[src/rtl/bcd_conv_scheduler.sv]
// -----------------------------------------------------------------------------
// bcd_conv_scheduler
//
// Shares one iterative shift-add-3 (double-dabble) binary-to-BCD engine between
// NREQ requesters. Requests are granted round robin with a req/ack handshake.
// Each result is emitted as a one-cycle bcd_valid pulse tagged with the
// requester ID.
//
// Optional feature macro: BCD_LEADING_BLANK_EN
//   When defined, leading zero digits above the ones digit are replaced by 4'hF
//   (the blank code for the segment decoder). Overflowed results are not blanked.
//
// Ports:
//   clk       in   system clock, rising edge
//   rst_n     in   asynchronous active-low reset
//   req       in   [NREQ]        per-requester conversion request (level)
//   bin_in    in   [NREQ*BIN_W]  operands, requester i at [i*BIN_W +: BIN_W]
//   ack       out  [NREQ]        one-hot pulse: operand of requester i captured
//   busy      out                engine not idle
//   bcd_valid out                one-cycle pulse: result available
//   bcd_id    out  [ID_W]        requester index of the current result
//   bcd_out   out  [DIGITS*4]    packed BCD result, digit k at [k*4 +: 4]
//   ovf       out                operand exceeded 10^DIGITS-1 (with bcd_valid)
// -----------------------------------------------------------------------------
module bcd_conv_scheduler #(
   parameter int unsigned NREQ   = 4,
   parameter int unsigned BIN_W  = 12,
   parameter int unsigned DIGITS = 4,
   parameter int unsigned ID_W   = 2
) (
   input  logic                   clk,
   input  logic                   rst_n,
   input  logic [NREQ-1:0]        req,
   input  logic [NREQ*BIN_W-1:0]  bin_in,
   output logic [NREQ-1:0]        ack,
   output logic                   busy,
   output logic                   bcd_valid,
   output logic [ID_W-1:0]        bcd_id,
   output logic [DIGITS*4-1:0]    bcd_out,
   output logic                   ovf
);

   localparam int unsigned CntW = $clog2(BIN_W + 1);
   localparam int unsigned BcdW = DIGITS * 4;

   function automatic logic [63:0] max_val();
      logic [63:0] v;
      v = 64'd1;
      for (int unsigned i = 0; i < DIGITS; i++) begin
         v = v * 64'd10;
      end
      return v - 64'd1;
   endfunction

   localparam logic [63:0] MaxVal = max_val();

   typedef enum logic [1:0] {StIdle, StShift, StDone} state_e;

   state_e            state_q, state_d;
   logic [ID_W-1:0]   ptr_q;
   logic [ID_W-1:0]   id_q;
   logic [ID_W-1:0]   bcd_id_q;
   logic [CntW-1:0]   cnt_q;
   logic [BIN_W-1:0]  bin_q;
   logic [BcdW-1:0]   bcd_q;
   logic [BcdW-1:0]   out_q;
   logic              ovf_q;
   logic [NREQ-1:0]   ack_q;

   logic              grant_vld;
   logic [ID_W-1:0]   grant_idx;
   logic [BIN_W-1:0]  grant_op;
   int unsigned       idx;
   logic [NREQ-1:0]   req_sh;

   logic [BcdW-1:0]   bcd_adj;
   logic [BcdW-1:0]   bcd_sh;
   logic [BIN_W-1:0]  bin_sh;
   logic [BcdW-1:0]   fmt;
   logic              last_shift;

   // Round-robin search starting just above the last granted index.
   always_comb begin
      grant_vld = 1'b0;
      grant_idx = '0;
      idx       = 0;
      req_sh    = '0;
      for (int unsigned i = 1; i <= NREQ; i++) begin
         idx    = (32'(ptr_q) + i) % NREQ;
         req_sh = req >> idx;
         if (!grant_vld && req_sh[0]) begin
            grant_vld = 1'b1;
            grant_idx = ID_W'(idx);
         end
      end
   end

   assign grant_op   = bin_in[grant_idx*BIN_W +: BIN_W];
   assign last_shift = (cnt_q == CntW'(1));

   // One double-dabble step: add 3 to every digit >= 5, then shift left.
   always_comb begin
      bcd_adj = bcd_q;
      for (int unsigned k = 0; k < DIGITS; k++) begin
         if (bcd_q[k*4 +: 4] >= 4'd5) begin
            bcd_adj[k*4 +: 4] = bcd_q[k*4 +: 4] + 4'd3;
         end
      end
      {bcd_sh, bin_sh} = {bcd_adj, bin_q} << 1;
   end

   // Presentation of the final result.
   always_comb begin
      fmt = bcd_sh;
`ifdef BCD_LEADING_BLANK_EN
      begin
         logic blank;
         blank = 1'b1;
         for (int k = int'(DIGITS) - 1; k >= 1; k--) begin
            if (blank && (fmt[k*4 +: 4] == 4'd0)) begin
               fmt[k*4 +: 4] = 4'hF;
            end else begin
               blank = 1'b0;
            end
         end
      end
`else
`endif
      if (ovf_q) begin
         fmt = {DIGITS{4'h9}};
      end
   end

   // FSM state register.
   always_ff @(posedge clk or negedge rst_n) begin
      if (!rst_n) begin
         state_q <= StIdle;
      end else begin
         state_q <= state_d;
      end
   end

   // FSM next state.
   always_comb begin
      state_d = state_q;
      unique case (state_q)
         StIdle:  if (grant_vld) state_d = StShift;
         StShift: if (last_shift) state_d = StDone;
         StDone:  state_d = StIdle;
         default: state_d = StIdle;
      endcase
   end

   // FSM outputs.
   always_comb begin
      busy      = (state_q != StIdle);
      bcd_valid = (state_q == StDone);
      ovf       = (state_q == StDone) && ovf_q;
      ack       = ack_q;
      bcd_out   = out_q;
      bcd_id    = bcd_id_q;
   end

   // Datapath registers.
   always_ff @(posedge clk or negedge rst_n) begin
      if (!rst_n) begin
         ptr_q    <= ID_W'(NREQ - 1);
         id_q     <= '0;
         bcd_id_q <= '0;
         cnt_q    <= '0;
         bin_q    <= '0;
         bcd_q    <= '0;
         out_q    <= '0;
         ovf_q    <= 1'b0;
         ack_q    <= '0;
      end else begin
         ack_q <= '0;
         unique case (state_q)
            StIdle: begin
               if (grant_vld) begin
                  bin_q <= grant_op;
                  bcd_q <= '0;
                  id_q  <= grant_idx;
                  ptr_q <= grant_idx;
                  cnt_q <= CntW'(BIN_W);
                  ovf_q <= (64'(grant_op) > MaxVal);
                  ack_q <= NREQ'(1) << grant_idx;
               end
            end
            StShift: begin
               bin_q <= bin_sh;
               bcd_q <= bcd_sh;
               cnt_q <= cnt_q - CntW'(1);
               // Result registers are loaded on the last shift so they are
               // valid during DONE and hold until the next DONE.
               if (last_shift) begin
                  out_q    <= fmt;
                  bcd_id_q <= id_q;
               end
            end
            default: ;
         endcase
      end
   end

endmodule
[config.mk]
export PLATFORM = sky130hd
export DESIGN_NAME = bcd_conv_scheduler
export DESIGN_NICKNAME = d
export VERILOG_FILES = /design/src/rtl/bcd_conv_scheduler.sv
export SDC_FILE = /design/constraint.sdc
export NUM_CORES = 1
export LEC_CHECK = 0
export ABC_CLOCK_PERIOD_IN_PS = 2060
export CAP_MARGIN = 10
export CORE_AREA = 2 2 83 85
export DETAILED_ROUTE_END_ITERATION = 7
export DIE_AREA = 0 0 85 87
export PLACE_DENSITY = 0.85
export SLEW_MARGIN = 20
export SYNTH_ARGS = -nofsm -noshare
export SYNTH_HDL_FRONTEND = slang
export SYNTH_SLANG_ARGS = --single-unit
export TNS_END_PERCENT = 100
[constraint.sdc]
create_clock -name clk -period 2.06 [get_ports clk]
set_clock_uncertainty 0.2 [all_clocks]
set_input_delay 0.618 -clock clk [delete_from_list [all_inputs] [get_ports clk]]
set_output_delay 0.618 -clock clk [all_outputs]
set_load 0.02 [all_outputs]
==> results of run 1 <==
## worst min-delay path by stage
stage             from         to  slack, ns  depth (start not counted)
5_1_grt          rst_n     ack[2]       0.09                          2
6_report         rst_n     ack[2]       0.06                          2
2_1_floorplan    rst_n     ack[0]       0.12                          0
3_3_place_gp   id_q[1]  bcd_id[1]       0.25                          2
4_1_cts          rst_n     ack[2]       0.09                          2
3_5_place_dp   id_q[1]  bcd_id[1]       0.26                          2
## repair_timing
action,in CTS,in global routing
gates cloned,1,2
setup buffers,1,2
pin swaps,1,8
endpoints found under the setup margin,38,21
resized for setup,36,21
## worst max-delay path, cell delays in order
cell	delay, ns
dlygate4sd2_1	0.33
mux2i_1	0.12
o22a_1	0.23
o21ai_4	0.15
clkbuf_16	0.22
mux2i_1	0.25
o221ai_1	0.18
## registers in the layout, indices dropped and copies added (netlist names)
| signal | flops |
|---|---|
| id_q | 2 |
| ptr_q | 2 |
| bin_q | 12 |
| bcd_q | 16 |
| cnt_q | 4 |
| bcd_out | 16 |
| bcd_id | 2 |
| state_q | 2 |
| ack | 4 |
## power by group through the flow
| stage | Combinational (W) | Sequential [W] | Clock [W] |
|---|---|---|---|
| final | 0.00290 | 0.00210 | 0.00114 |
| after detailed placement | 0.00278 | 0.00210 | 0 |
| after global routing | 0.00322 | 0.00217 | 0.00122 |
| after CTS | 0.00275 | 0.00209 | 0.00114 |
| after global placement | 0.00266 | 0.00208 | 0 |
| after floorplan | 0.00165 | 0.00224 | 0 |
## metal layers
layer | part of all wire (%) | up-vias | global-route usage, %
li1 | - | 1279 | -
met1 | 42 | 1305 | 27.8
met2 | 53 | 59 | 36.8
met3 | 3.4 | 17 | 4.55
met4 | 2.1 | 0 | 8.66
met5 | 0 | - | 0
## area by class of cell
type                       count  share of cell area (%)
multi-input combinational    215                    34.0
timing repair buffer         100                    22.8
tap                           80                    2.31
sequential                    60                    34.7
inverter                      15                    1.39
clock inverter                 5                    1.79
clock buffer                  10                    2.95
## kinds of logic after synthesis
group	synth area share, %
flip-flops	48.8
buffers and inverters	5.68
AO/OA/AOI/OAI	17.0
other	0.122
multiplexers	9.58
AND/OR/NAND/NOR	13.0
adder cells (fa/ha/maj)	4.06
XOR/XNOR	1.70
## layout by cell type, fill, tap and decap left out, types with 2 or more instances in the layout
cell type        instances
xnor2_1                  5
ha_1                    10
buf_4                   15
nand3_1                 12
nor3b_1                  4
nor3_1                   4
nand2_1                 37
clkdlybuf4s50_1         48
buf_12                   4
dfstp_2                  2
clkinvlp_4               2
o21ai_0                 36
inv_1                   14
clkbuf_16                2
buf_2                    3
mux2i_2                  3
nor2_2                   2
clkbuf_8                 9
dlygate4sd2_1           24
a21oi_2                  3
a22oi_1                 11
o221ai_1                12
mux2i_1                 22
dfrtp_1                 58
a31oi_1                  5
a21oi_1                  8
buf_6                    2
nand2b_4                 2
nor2b_1                  2
or3b_2                   4
bufinv_16                2
mux2_2                   4
nor2_1                  11
nand2b_1                 5
clkinv_2                 2
## metrics by stage
stage / utilization, % / total power [W] / hold slack (ns) / instance area (sq um) / setup WS [ns]
floorplan: - / 0.00389 / 0.122 / 3080 / 0.0717
global placement: 61.2 / 0.00474 / 0.252 / 4020 / -0.376
detailed placement: 61.2 / 0.00488 / 0.257 / 4020 / -0.459
CTS: 64.5 / 0.00598 / 0.0910 / 4240 / 0.00397
global route: 66.0 / 0.00661 / 0.0947 / 4330 / -0.0910
finish: 66.0 / 0.00614 / 0.0627 / 4330 / -0.0372
==> flow_metrics.py, run 1 <==
metrics = {
    "outcome": {
        "status": "finished, violations left",
        "violations": "setup timing",
    },
    "floorplan": {
        "die_w_um": 85,
        "start_util_pct": 46.9,
        "core-area_sq_mm": 0.00657,
        "die_area_sq_mm": 0.00740,
        "ios": 79,
        "num_rows": 30,
        "die_h_um": 87,
    },
    "sta": {
        "slew_viol_final": 0,
        "hold_viol_final": 0,
        "min_period_ns": 2.10,
        "setup_viol": 1,
        "finalWorstSetupSlack_ns": -0.0372,
        "min_period_over_period_pct": 102,
        "fin_setup_tns_ns": -0.0372,
        "max_freq_ghz": 0.477,
    },
    "critical_path": {
        "endpoint": "bin_q[7]",
        "start_kind": "primary input",
        "r2r_slack_ns": -0.03,
        "required_ns": 2.06,
        "reg2reg_depth": 7,
        "crit_start": "req[1]",
        "cp-end-kind": "flip-flop",
        "crit_arrival_ns": 2.10,
        "critPathKind": "in -> reg",
        "regToRegStartpoint": "ptr_q[1]",
        "worstPathMaxFanout": 5,
        "r2r_end": "bin_q[7]",
    },
    "pwr": {
        "ir_worst_vdd_mv": 0.775,
        "intPower_w": 0.00375,
        "power.leakage_nw": 1.99,
        "combPwrFrac_pct": 47.2,
        "p_per_area_mw_per_mm2": 1420,
        "pwr-share-clk_pct": 18.6,
        "p_sw_share_pct": 38.9,
        "switchingPower_w": 0.00239,
        "seqPwrFrac_pct": 34.1,
    },
    "routing": {
        "dr.pass1.iters": 4,
        "ant_nets": 0,
        "via_per_inst": 5.48,
        "routed_wl_um": 8050,
        "drc": 0,
        "drt-initial-drc-count": 137,
        "vias": 2660,
        "wl_per_cell_um": 16.6,
    },
    "synth": {
        "synth.ff_latch_count": 60,
        "yosys.area.top_type": "dfrtp_1",
        "ys_top_cells_by_count": "dfrtp_1, nand2_1, o21ai_0",
        "yosys_warnings": 0,
        "yosysMostFrequentCell": "dfrtp_1",
        "synth-edff-count": 0,
        "netlist_instances": 308,
        "syn_area_sq_mm": 0.00308,
        "syn_area_per_cell_sq_um": 10.0,
        "synth_top_cell_area_share_pct": 47.1,
        "ys_types": 36,
        "yosys-top-cells-area": "dfrtp_1, mux2i_1, o21ai_0, nand2_1, ha_1",
        "ys_seq_area_share_pct": 48.8,
        "synth_flop_cell": "dfrtp_1",
        "synthArstFlopShare_pct": 100,
        "synthesis.nets": 372,
    },
    "placement": {
        "gp_congestion": 0.836,
        "dp_hpwl_um": 5240,
        "placed_cells": 465,
        "io_buffers": 77,
    },
    "finish": {
        "multi_input_area_sq_mm": 0.00148,
        "final_nets": 465,
        "diodes": 0,
        "n_fill_cell": 515,
        "area_growth_pct": 40.5,
        "drive_gt1_share_pct": 16.8,
        "regArea_sq_mm": 0.00150,
        "fin_cells": 485,
    },
    "flow_run": {
        "drv_cap": 0,
    },
    "cts": {
        "cts_buffers": 9,
        "tritoncts": "done",
        "clock-root-buffer": "clkbuf_8",
        "clock_latency_ns": 0.34,
        "cts.clk_slew.worst_paths_ns": 0.07,
        "cts.path.max_buffers": 2,
        "holdBufCountCts": 0,
        "h-tree-depth": 3,
        "cts_sinks": 60,
    },
    "global_routing": {
        "grt_max_degree": 61,
        "grt_pass1_wl_um": 12800,
        "antenna_found_initial": 0,
        "grt_use_total_pct": 21.9,
        "grt_pass1_vias": 2721,
        "overflow": 0,
    },
    "min_path": {
        "holdCritPathClass": "in -> async",
    },
}
(Power assumes the default switching activity.)
==> run 2: changes to the inputs <==
Settings changed: HOLD_SLACK_MARGIN set to 0.05.
==> results of run 2 <==
Same layout as run 1: the final DEF is identical, and so are final timing and power.
